<file path="config.mk">
export PLATFORM = sky130hd
export DESIGN_NAME = des_round_ctrl
export DESIGN_NICKNAME = d
export VERILOG_FILES = /design/src/rtl/des_pkg.sv /design/src/rtl/des_key_sched.sv /design/src/rtl/f_function.sv /design/src/rtl/des_round_ctrl.sv
export SDC_FILE = /design/constraint.sdc
export NUM_CORES = 1
export LEC_CHECK = 0
export CAP_MARGIN = 20
export CORE_MARGIN = 8
export CORE_UTILIZATION = 65
export DETAILED_ROUTE_END_ITERATION = 16
export DONT_BUFFER_PORTS = 1
export PLACE_DENSITY = 0.88
export SYNTH_ARGS = -nofsm -noshare
export SYNTH_HDL_FRONTEND = slang
export SYNTH_HIERARCHICAL = 1
export SYNTH_SLANG_ARGS = --single-unit
</file>
<file path="constraint.sdc">
create_clock -name clk -period 15.65 [get_ports clk]
set_clock_uncertainty 0.2 [all_clocks]
set_input_delay 2.3475 -clock clk [delete_from_list [all_inputs] [get_ports clk]]
set_output_delay 2.3475 -clock clk [all_outputs]
set_load 0.1 [all_outputs]
</file>
<file path="src/rtl/des_pkg.sv">
// Shared DES constants: permutation tables, key rotation schedule, S-boxes,
// controller state encoding and the permute helpers used by the datapath.
package des_pkg;

    typedef enum logic [1:0] {IDLE, ROUND, OUT} state_t;

    localparam int NUM_ROUNDS = 16;

    localparam int SHIFT_TAB [16] = '{1, 1, 2, 2, 2, 2, 2, 2, 1, 2, 2, 2, 2, 2, 2, 1};

    localparam int IP_TAB [64] = '{
        58, 50, 42, 34, 26, 18, 10, 2, 60, 52, 44, 36, 28, 20, 12, 4,
        62, 54, 46, 38, 30, 22, 14, 6, 64, 56, 48, 40, 32, 24, 16, 8,
        57, 49, 41, 33, 25, 17,  9, 1, 59, 51, 43, 35, 27, 19, 11, 3,
        61, 53, 45, 37, 29, 21, 13, 5, 63, 55, 47, 39, 31, 23, 15, 7};

    localparam int FP_TAB [64] = '{
        40, 8, 48, 16, 56, 24, 64, 32, 39, 7, 47, 15, 55, 23, 63, 31,
        38, 6, 46, 14, 54, 22, 62, 30, 37, 5, 45, 13, 53, 21, 61, 29,
        36, 4, 44, 12, 52, 20, 60, 28, 35, 3, 43, 11, 51, 19, 59, 27,
        34, 2, 42, 10, 50, 18, 58, 26, 33, 1, 41,  9, 49, 17, 57, 25};

    localparam int PC1_TAB [56] = '{
        57, 49, 41, 33, 25, 17,  9,  1, 58, 50, 42, 34, 26, 18,
        10,  2, 59, 51, 43, 35, 27, 19, 11,  3, 60, 52, 44, 36,
        63, 55, 47, 39, 31, 23, 15,  7, 62, 54, 46, 38, 30, 22,
        14,  6, 61, 53, 45, 37, 29, 21, 13,  5, 28, 20, 12,  4};

    localparam int PC2_TAB [48] = '{
        14, 17, 11, 24,  1,  5,  3, 28, 15,  6, 21, 10,
        23, 19, 12,  4, 26,  8, 16,  7, 27, 20, 13,  2,
        41, 52, 31, 37, 47, 55, 30, 40, 51, 45, 33, 48,
        44, 49, 39, 56, 34, 53, 46, 42, 50, 36, 29, 32};

    localparam int E_TAB [48] = '{
        32,  1,  2,  3,  4,  5,  4,  5,  6,  7,  8,  9,
         8,  9, 10, 11, 12, 13, 12, 13, 14, 15, 16, 17,
        16, 17, 18, 19, 20, 21, 20, 21, 22, 23, 24, 25,
        24, 25, 26, 27, 28, 29, 28, 29, 30, 31, 32,  1};

    localparam int P_TAB [32] = '{
        16,  7, 20, 21, 29, 12, 28, 17,  1, 15, 23, 26,  5, 18, 31, 10,
         2,  8, 24, 14, 32, 27,  3,  9, 19, 13, 30,  6, 22, 11,  4, 25};

    // Eight boxes of 4 rows x 16 columns, flattened box-major then row-major.
    localparam int SBOX_TAB [512] = '{
        14, 4, 13, 1, 2, 15, 11, 8, 3, 10, 6, 12, 5, 9, 0, 7,
        0, 15, 7, 4, 14, 2, 13, 1, 10, 6, 12, 11, 9, 5, 3, 8,
        4, 1, 14, 8, 13, 6, 2, 11, 15, 12, 9, 7, 3, 10, 5, 0,
        15, 12, 8, 2, 4, 9, 1, 7, 5, 11, 3, 14, 10, 0, 6, 13,
        15, 1, 8, 14, 6, 11, 3, 4, 9, 7, 2, 13, 12, 0, 5, 10,
        3, 13, 4, 7, 15, 2, 8, 14, 12, 0, 1, 10, 6, 9, 11, 5,
        0, 14, 7, 11, 10, 4, 13, 1, 5, 8, 12, 6, 9, 3, 2, 15,
        13, 8, 10, 1, 3, 15, 4, 2, 11, 6, 7, 12, 0, 5, 14, 9,
        10, 0, 9, 14, 6, 3, 15, 5, 1, 13, 12, 7, 11, 4, 2, 8,
        13, 7, 0, 9, 3, 4, 6, 10, 2, 8, 5, 14, 12, 11, 15, 1,
        13, 6, 4, 9, 8, 15, 3, 0, 11, 1, 2, 12, 5, 10, 14, 7,
        1, 10, 13, 0, 6, 9, 8, 7, 4, 15, 14, 3, 11, 5, 2, 12,
        7, 13, 14, 3, 0, 6, 9, 10, 1, 2, 8, 5, 11, 12, 4, 15,
        13, 8, 11, 5, 6, 15, 0, 3, 4, 7, 2, 12, 1, 10, 14, 9,
        10, 6, 9, 0, 12, 11, 7, 13, 15, 1, 3, 14, 5, 2, 8, 4,
        3, 15, 0, 6, 10, 1, 13, 8, 9, 4, 5, 11, 12, 7, 2, 14,
        2, 12, 4, 1, 7, 10, 11, 6, 8, 5, 3, 15, 13, 0, 14, 9,
        14, 11, 2, 12, 4, 7, 13, 1, 5, 0, 15, 10, 3, 9, 8, 6,
        4, 2, 1, 11, 10, 13, 7, 8, 15, 9, 12, 5, 6, 3, 0, 14,
        11, 8, 12, 7, 1, 14, 2, 13, 6, 15, 0, 9, 10, 4, 5, 3,
        12, 1, 10, 15, 9, 2, 6, 8, 0, 13, 3, 4, 14, 7, 5, 11,
        10, 15, 4, 2, 7, 12, 9, 5, 6, 1, 13, 14, 0, 11, 3, 8,
        9, 14, 15, 5, 2, 8, 12, 3, 7, 0, 4, 10, 1, 13, 11, 6,
        4, 3, 2, 12, 9, 5, 15, 10, 11, 14, 1, 7, 6, 0, 8, 13,
        4, 11, 2, 14, 15, 0, 8, 13, 3, 12, 9, 7, 5, 10, 6, 1,
        13, 0, 11, 7, 4, 9, 1, 10, 14, 3, 5, 12, 2, 15, 8, 6,
        1, 4, 11, 13, 12, 3, 7, 14, 10, 15, 6, 8, 0, 5, 9, 2,
        6, 11, 13, 8, 1, 4, 10, 7, 9, 5, 0, 15, 14, 2, 3, 12,
        13, 2, 8, 4, 6, 15, 11, 1, 10, 9, 3, 14, 5, 0, 12, 7,
        1, 15, 13, 8, 10, 3, 7, 4, 12, 5, 6, 11, 0, 14, 9, 2,
        7, 11, 4, 1, 9, 12, 14, 2, 0, 6, 10, 13, 15, 3, 5, 8,
        2, 1, 14, 7, 4, 10, 8, 13, 15, 12, 9, 0, 3, 5, 6, 11};

    // Tables list the source bit (1 = MSB) for each output position.
    function automatic logic [1:64] ip_perm(input logic [1:64] x);
        logic [1:64] y;
        for (int i = 0; i < 64; i++) y[i+1] = x[IP_TAB[i]];
        return y;
    endfunction

    function automatic logic [1:64] fp_perm(input logic [1:64] x);
        logic [1:64] y;
        for (int i = 0; i < 64; i++) y[i+1] = x[FP_TAB[i]];
        return y;
    endfunction

    function automatic logic [1:56] pc1_perm(input logic [1:64] x);
        logic [1:56] y;
        for (int i = 0; i < 56; i++) y[i+1] = x[PC1_TAB[i]];
        return y;
    endfunction

    function automatic logic [1:48] pc2_perm(input logic [1:56] x);
        logic [1:48] y;
        for (int i = 0; i < 48; i++) y[i+1] = x[PC2_TAB[i]];
        return y;
    endfunction

    function automatic logic [1:48] e_expand(input logic [1:32] x);
        logic [1:48] y;
        for (int i = 0; i < 48; i++) y[i+1] = x[E_TAB[i]];
        return y;
    endfunction

    function automatic logic [1:32] p_perm(input logic [1:32] x);
        logic [1:32] y;
        for (int i = 0; i < 32; i++) y[i+1] = x[P_TAB[i]];
        return y;
    endfunction

    // Outer bits pick the row, inner four bits pick the column.
    function automatic logic [1:4] sbox(input int s, input logic [1:6] b);
        int row;
        int col;
        row = int'({b[1], b[6]});
        col = int'(b[2:5]);
        return 4'(SBOX_TAB[s*64 + row*16 + col]);
    endfunction

    function automatic logic parity_err(input logic [1:64] k);
        logic err;
        err = 1'b0;
        for (int i = 0; i < 8; i++) begin
            if (^k[8*i+1 +: 8] == 1'b0) err = 1'b1;
        end
        return err;
    endfunction

endpackage

</file>
<file path="src/rtl/des_key_sched.sv">
// C/D key schedule: PC-1 load, per-round rotation (left to encrypt, right to
// decrypt) and the PC-2 subkey for the round currently being computed.
module des_key_sched
    import des_pkg::*;
(
    input  logic        clk,
    input  logic        rst_n,
    input  logic        load,
    input  logic        step,
    input  logic        mode,
    input  logic [4:0]  rnd,
    input  logic [1:64] key,
    output logic [1:48] subkey
);

    logic [1:28] c, d, c_rot, d_rot;
    int          shift_amt;

    // Decrypt walks the encrypt schedule backwards, starting from the
    // fully rotated (= original) C/D so round 1 needs no rotation.
    always_comb begin
        shift_amt = 0;
        if (rnd >= 5'd1 && rnd <= 5'(NUM_ROUNDS)) begin
            if (!mode)
                shift_amt = SHIFT_TAB[int'(rnd) - 1];
            else if (rnd != 5'd1)
                shift_amt = SHIFT_TAB[17 - int'(rnd)];
        end
        c_rot = c;
        d_rot = d;
        if (!mode) begin
            if (shift_amt == 1) begin
                c_rot = {c[2:28], c[1]};
                d_rot = {d[2:28], d[1]};
            end else if (shift_amt == 2) begin
                c_rot = {c[3:28], c[1:2]};
                d_rot = {d[3:28], d[1:2]};
            end
        end else begin
            if (shift_amt == 1) begin
                c_rot = {c[28], c[1:27]};
                d_rot = {d[28], d[1:27]};
            end else if (shift_amt == 2) begin
                c_rot = {c[27:28], c[1:26]};
                d_rot = {d[27:28], d[1:26]};
            end
        end
    end

    assign subkey = pc2_perm({c_rot, d_rot});

    always_ff @(posedge clk or negedge rst_n) begin
        if (!rst_n) begin
            c <= '0;
            d <= '0;
        end else if (load) begin
            {c, d} <= pc1_perm(key);
        end else if (step) begin
            c <= c_rot;
            d <= d_rot;
        end
    end

endmodule

</file>
<file path="src/rtl/f_function.sv">
// DES round function: expansion, subkey mix, S-box substitution and P permutation.
module f_function
    import des_pkg::*;
(
    input  logic [1:32] RDatain,
    input  logic [1:48] Keyin,
    output logic [1:32] f_out
);

    logic [1:48] mixed;
    logic [1:32] sbox_out;

    always_comb begin
        mixed    = e_expand(RDatain) ^ Keyin;
        sbox_out = '0;
        for (int s = 0; s < 8; s++) begin
            sbox_out[4*s+1 +: 4] = sbox(s, mixed[6*s+1 +: 6]);
        end
    end

    assign f_out = p_perm(sbox_out);

endmodule

</file>
<file path="src/rtl/des_round_ctrl.sv">
// Iterative DES controller: accepts a block, runs 16 rounds through one shared
// f_function and holds FP(R16||L16) on a valid/ready output until consumed.
module des_round_ctrl
    import des_pkg::*;
#(
    parameter bit PARITY_CHK = 1'b0
) (
    input  logic        clk,
    input  logic        rst_n,
    input  logic        in_valid,
    output logic        in_ready,
    input  logic        mode,
    input  logic [1:64] din,
    input  logic [1:64] key,
    input  logic        abort,
    output logic        out_valid,
    input  logic        out_ready,
    output logic [1:64] dout,
    output logic        key_err,
    output logic        busy
);

    state_t      state;
    logic [4:0]  rnd;
    logic [1:32] l, r, f_out;
    logic [1:48] subkey;
    logic        mode_r, key_err_r, out_valid_r, busy_r;
    logic        accept, rnd_ok, step, parity_bad;

    // Ready passes straight through in OUT so a new block can enter on the
    // same edge the previous result leaves.
    assign in_ready   = (state == IDLE) || (state == OUT && out_ready);
    assign accept     = in_valid && in_ready && !abort;
    assign rnd_ok     = (rnd >= 5'd1) && (rnd <= 5'(NUM_ROUNDS));
    assign step       = (state == ROUND) && rnd_ok && !abort;
    assign parity_bad = PARITY_CHK ? parity_err(key) : 1'b0;

    f_function u_f (
        .RDatain (r),
        .Keyin   (subkey),
        .f_out   (f_out)
    );

    des_key_sched u_key_sched (
        .clk    (clk),
        .rst_n  (rst_n),
        .load   (accept),
        .step   (step),
        .mode   (mode_r),
        .rnd    (rnd),
        .key    (key),
        .subkey (subkey)
    );

    always_ff @(posedge clk or negedge rst_n) begin
        if (!rst_n) begin
            state       <= IDLE;
            rnd         <= '0;
            l           <= '0;
            r           <= '0;
            mode_r      <= 1'b0;
            key_err_r   <= 1'b0;
            out_valid_r <= 1'b0;
            busy_r      <= 1'b0;
        end else if (abort) begin
            state       <= IDLE;
            key_err_r   <= 1'b0;
            out_valid_r <= 1'b0;
            busy_r      <= 1'b0;
        end else if (accept) begin
            {l, r}      <= ip_perm(din);
            mode_r      <= mode;
            rnd         <= 5'd1;
            key_err_r   <= parity_bad;
            state       <= ROUND;
            out_valid_r <= 1'b0;
            busy_r      <= 1'b1;
        end else begin
            case (state)
                ROUND: begin
                    if (!rnd_ok) begin
                        state  <= IDLE;
                        busy_r <= 1'b0;
                    end else begin
                        l   <= r;
                        r   <= l ^ f_out;
                        rnd <= rnd + 5'd1;
                        if (rnd == 5'(NUM_ROUNDS)) begin
                            state       <= OUT;
                            out_valid_r <= 1'b1;
                            busy_r      <= 1'b0;
                        end
                    end
                end
                OUT: begin
                    if (out_ready) begin
                        state       <= IDLE;
                        out_valid_r <= 1'b0;
                    end
                end
                default: ;
            endcase
        end
    end

    assign dout      = fp_perm({r, l});
    assign key_err   = key_err_r;
    assign out_valid = out_valid_r;
    assign busy      = busy_r;

endmodule

</file>
## After elaboration in Yosys (flattened, before gate mapping)

Memories as Yosys holds them, arrays and structs flattened.
Index checks and enable logic that the tools add are counted.
W data, S select, Z words.

- Register bits: 131
- ROM bits: 132096
- Memories: 10

- $add $sub $neg: 18
- Magnitude comparators: 12
- Equality and inequality tests: 11
- Multiplexer cells: 65
- Bitwise logic cells: 13
- Reduce and logical (&&, ||, !) cells: 22

Memory list:

| name | depth | width | read ports | clocked after memory_dff | wr ports | RTL line | text |
|---|---|---|---|---|---|---|---|
| (name not given) | 512 | 32 | 1 | 0 | 0 | des_pkg.sv:123 | `return 4'(SBOX_TAB[s*64 + row*16 + col]);` |
| (name not given) | 512 | 32 | 1 | 0 | 0 | des_pkg.sv:123 |  |
| (name not given) | 512 | 32 | 1 | 0 | 0 | des_pkg.sv:123 |  |
| (name not given) | 512 | 32 | 1 | 0 | 0 | des_pkg.sv:123 |  |
| (name not given) | 512 | 32 | 1 | 0 | 0 | des_pkg.sv:123 |  |
| (name not given) | 512 | 32 | 1 | 0 | 0 | des_pkg.sv:123 |  |
| +4 memories | -- | -- | -- | -- | -- | -- |  |

Operator list:

| kind | count |
|---|---|
| $mux W32 | 13 |
| $mux W28 | 14 |
| $not A32 Y32 | 10 |
| $ge A32 B10 Y1 const B | 8 |
| $add A32 B5 Y32 | 7 |
| $ge A32 B5 Y1 const B | 2 |
| $mux W4 | 16 |
| $xor A48 B48 Y48 | 1 |
| $add A9 B6 Y10 const A | 4 |
| $eq A32 B2 Y1 const B | 1 |
| $eq A32 B3 Y1 const B | 1 |
| $xor A32 B32 Y32 | 1 |
| $add A8 B6 Y9 const A | 2 |
| $mux W5 | 3 |
| $mux W1 | 12 |
| $mux W2 | 5 |
| $add A7 B6 Y8 const A | 1 |
| $ne A4 B3 Y1 const B | 2 |
| $ne A4 B4 Y1 const B | 2 |
| $reduce_bool A2 Y1 | 4 |
| $add A6 B4 Y7 | 1 |
| $logic_and A1 B1 Y1 | 6 |
| $reduce_and A2 Y1 | 3 |
| $reduce_and A3 Y1 | 2 |
| 19 further kinds | 20 |

## Logic depth before layout (Yosys ltp)

- Depth after elaboration: 23
- Gate-level depth with buffers: 24
- Gate-level depth less buffers: 19

## Cells and area by module

Netlist, hierarchy kept.

Modules (own cells, without submodules):

| module | instances | cells each | area each (µm²) | seq. area each (µm²) |
|---|---|---|---|---|
| des_key_sched | 1 | 585 | 5403.9 | 1401.3 |
| f_function | 1 | 706 | 5263.8 | 0.0 |
| des_round_ctrl | 1 | 439 | 4122.7 | 1851.8 |

## Worst setup path before layout

No wires, ideal clock.

- Path kind: input -> output
- Start point: input out_ready
- End point: output in_ready
- Data arrival time: 3.049 ns
- Required time: 13.103 ns
- Path slack: 10.054 ns
- Cell stages on the path: 1
- Buffers on the path: 0
- Cells stage by stage: a21o_1

- Longest elaborated chain between the ends: 2

Ends and longest elaborated chain:

| item | RTL line | text |
|---|---|---|
| from (decl) | des_round_ctrl.sv:17 | `input logic out_ready,` |
| $logic_and A1 B1 Y1 | des_round_ctrl.sv:32 | `assign in_ready = (state == IDLE) \|\| (state == OUT && out_ready);` |
| $logic_or A1 B1 Y1 | des_round_ctrl.sv:32 |  |
| to (decl) | des_round_ctrl.sv:11 | `output logic in_ready,` |

No other way between the ends.

## Final worst setup path

- Start point: register rnd[2]
- End point: register r[14] (netlist name)

RTL lines:

| item | RTL line | text |
|---|---|---|
| from (decl) | des_round_ctrl.sv:24 | `logic [4:0] rnd;` |
| from (signal assigned) | des_round_ctrl.sv:87 | `rnd <= rnd + 5'd1;` |
| $sub A5 B5 Y6 | des_key_sched.sv:27 | `shift_amt = SHIFT_TAB[17 - int'(rnd)];` |
| $not A32 Y32 (implied by the code) | des_key_sched.sv:27 |  |
| $mem_v2 Z16 W32 | -- |  |
| $mux W32 (implied by the code) (2 in a row) | des_key_sched.sv:27 |  |
| $mux W32 | des_key_sched.sv:26 | `else if (rnd != 5'd1)` |
| $mux W32 | des_key_sched.sv:24 | `if (!mode)` |
| $mux W32 * | des_key_sched.sv:23 | `if (rnd >= 5'd1 && rnd <= 5'(NUM_ROUNDS)) begin` |
| $eq A32 B3 Y1 | des_key_sched.sv:35, des_key_sched.sv:43 |  |
| (+3 left out) | -- |  |
| net subkey (one bit) | des_round_ctrl.sv:26 | `logic [1:48] subkey;` |
| (+2 left out) | -- |  |
| $not A32 Y32 (implied by the code) * | des_pkg.sv:123 |  |
| $mem_v2 Z512 W32 * | -- |  |
| $mux W4 (implied by the code) * (2 in a row) | des_pkg.sv:123 |  |
| net f_out (one bit) | des_round_ctrl.sv:25 | `logic [1:32] l, r, f_out;` |
| $xor A32 B32 Y32 * | des_round_ctrl.sv:86 | `r <= l ^ f_out;` |
| $mux W32 * | des_round_ctrl.sv:81 | `if (!rnd_ok) begin` |
| $mux W32 * | des_round_ctrl.sv:79 | `case (state)` |
| $mux W32 * | des_round_ctrl.sv:70 | `end else if (accept) begin` |
| to (signal assigned) | des_round_ctrl.sv:71 | `{l, r} <= ip_perm(din);` |
| to (signal assigned) | des_round_ctrl.sv:86 |  |
| to (decl) | des_round_ctrl.sv:25 |  |

Mark *: on every way through the listed nets, which the timed path passes. The rest lies on a longest branch. The select of a mux whose other input is x is not followed.
A chain may end at the register's enable or synchronous reset.

==> impl_metrics.tcl <==
set metrics [dict create \
    nets 1853 \
    drc_errors 0 \
    grt_antenna_before_repair 1 \
    grt_setup_unrepaired "no" \
    dp_cells 1905 \
    die_w_um 166.8 \
    via_per_inst 7.689 \
    yosys_register_bits 130 \
    overflow 0 \
    grt_first_pass_wirelength_um 77960 \
    endpoint_kind "flop" \
    hold_path_class "flop to flop" \
    dr_total_vias 14955 \
    cts.sinks 130 \
    cts_root_buffer "clkbuf_16" \
    layout_common_cells "dfrtp_1 (129), nor2_1 (123), o21ai_0 (113)" \
    ys.flop_type "dfrtp_1" \
    antenna_left 0 \
    crit_required_ps 15780 \
    cts_resized 0 \
    yosysUniqueCellTypes 93 \
    final.period_utilization_pct 49.58 \
    tns_ps 0 \
    insertion_delay_ps 440 \
    syn_nets 1937 \
    criticalPathCategory "flop to flop" \
    post-place-ws_ps 8261 \
    hpwl_um 33510 \
    synthArstFlopShare_pct 100.0 \
    core_um2 22500 \
    rows 55 \
    clk_pin_slew_ps 70 \
    gp_congestion 0.9335 \
    die_h_um 166.8 \
    layout.cells.non_filler 1945 \
    numPortBuffers 0 \
    ios 202 \
    maxCapViolCount 0 \
    setup_viol 0 \
    startpoint_type "flop" \
    grtUsageTotal_pct 34.06 \
    syn_inst 1730 \
    crit_arrival_ps 7880 \
    firstDrtPassIters 6 \
    final_common_cell "dfrtp_1" \
    dieArea_um2 27840 \
    setup_slack_ps 7891 \
    avgSynthCellArea_um2 8.549 \
    drive_gt1_share_pct 13.32 \
    wl_per_cell_um 25.54 \
    dr.first_iter.drc_count 2453 \
    postCtsSetupBuffers 0 \
    fill_cells 1719 \
    synth_edf_count 0 \
    grt_max_degree 131 \
    hold_violations 0 \
    slew_violations 0 \
    start_util_pct 65.73 \
    cts_inserted_buffers 17 \
    cp_max_fo 59 \
    status "finished clean" \
    yosysSeqAreaShare_pct 21.99 \
    area_delta_synth_final_pct 4.610 \
    clk_path_buf_depth 2 \
    max_slew_margin_pct 20.79 \
    synth_warnings 6 \
    clock.fmax_ghz 0.1289 \
    holdBufCountCts 0 \
    wirelength_um 49680 \
    htree_levels 4 \
    worst_pin_slew_ps 1188 \
    grt_pass1_vias 13790 \
    cts_tree "built" \
    period_needed_ps 7759 \
    netlist_area_um2 14790 \
]
-- Yosys cell counts (all sizes together), types with 9 or more instances --
cell | number | area (um2)
a2111oi | 9 | 78.83
a211oi | 114 | 1061
a21oi | 95 | 513.0
a221o | 56 | 560.5
a221oi | 12 | 148.9
a22oi | 10 | 75.07
a311oi | 9 | 78.83
a31oi | 44 | 275.3
and3 | 52 | 325.3
buf | 53 | 345.3
clkbuf | 102 | 385.4
dfrtp | 130 | 3253
ha | 73 | 913.4
inv | 47 | 181.4
mux2i | 15 | 150.1
mux4 | 24 | 544.3
nand2 | 99 | 371.6
nand3 | 69 | 345.3
nor2 | 126 | 475.5
nor3 | 26 | 146.4
nor3b | 48 | 360.4
o2111ai | 13 | 113.9
o211ai | 29 | 222.7
o21ai | 121 | 605.6
o221ai | 9 | 78.83
o2bb2ai | 34 | 297.8
o31ai | 39 | 292.8
o32ai | 47 | 531.8
xnor2 | 58 | 571.8
xor2 | 74 | 719.4
-- critical path: stages, from the launching register on --
cell and delay (ps):
dfrtp_1 620, inv_1 130, ha_1 250, a21oi_1 150, o211ai_1 130, a222oi_1 950, or2_4 690, buf_4 740
a211oi_1 120, o32ai_1 780, xor2_1 800, inv_1 350, ha_1 330, o21ai_0 170, a2111oi_0 110, a211oi_1 550
xor2_1 170, o31ai_1 250, o2bb2ai_1 80
-- worst paths after layout --
| check | startpoint | endpoint | slack, ps | cells after the start |
|---|---|---|---|---|
| max reg2reg | rnd[2]$_DFFE_PN0P_ | r[14]$_DFFE_PN0P_ | 7890 | 18 |
| max in group asynchronous | rst_n | r[1]$_DFFE_PN0P_ | 13690 | 0 |
| min reg2reg | u_key_sched/d[15]$_DFFE_PN0P_ | u_key_sched/d[15]$_DFFE_PN0P_ | 360 | 1 |
| min in group asynchronous | rst_n | u_key_sched/c[11]$_DFFE_PN0P_ | 1410 | 0 |
| min | u_key_sched/d[15]$_DFFE_PN0P_ | u_key_sched/d[15]$_DFFE_PN0P_ | 360 | 1 |
| max | rnd[2]$_DFFE_PN0P_ | r[14]$_DFFE_PN0P_ | 7890 | 18 |
-- kinds of logic after synthesis --
logic type / count (synthesis) / share of synthesized area (%)
buf+inv: 204 / 6.218
flops: 130 / 21.99
mux: 45 / 5.177
other cells: 1 / 0.02535
simple gates: 454 / 15.24
xor+xnor: 133 / 8.882
compound gates: 690 / 36.29
fa+ha+maj: 73 / 6.175
-- metrics by stage --
| step | area, um2 | hold WS [ps] | util (%) |
|---|---|---|---|
| 6_report | 15470 | 359.2 | 68.76 |
| 5_1_grt | 15470 | 380.9 | 68.76 |
| 3_3_place_gp | 14810 | 330.2 | 65.80 |
| 3_5_place_dp | 14810 | 344.8 | 65.80 |
| 4_1_cts | 15420 | 363.3 | 68.52 |
| 2_1_floorplan | 14790 | 273.9 | - |
-- per-layer routing --
metal	up-vias	routed length (um)	GRT usage (%)
li1	6565	-	-
met1	7201	19720	45.13
met2	1061	22030	51.57
met3	128	5934	9.173
met4	0	1994	14.45
met5	-	0	0
-- area by class of cell --
cell class	instances	area, um2	share of cell area [%]
antenna	1	2.502	0.01617
tap	285	356.6	2.305
clock inverter	13	158.9	1.027
timing repair buffer	52	387.9	2.507
clock buffer	19	452.9	2.927
sequential	130	3254	21.03
inverter	49	191.4	1.237
multi-input combinational	1396	10670	68.95
-- flip-flops by register name, summed over array words and instances (netlist names) --
signal / cells
l: 32
state: 2
mode_r: 1
out_valid: 1
u_key_sched/d: 28
u_key_sched/c: 28
rnd: 5
r: 32
busy: 1
Power is not shown: default switching activity piles up to over one toggle a cycle in this logic, so the estimate is an artifact.
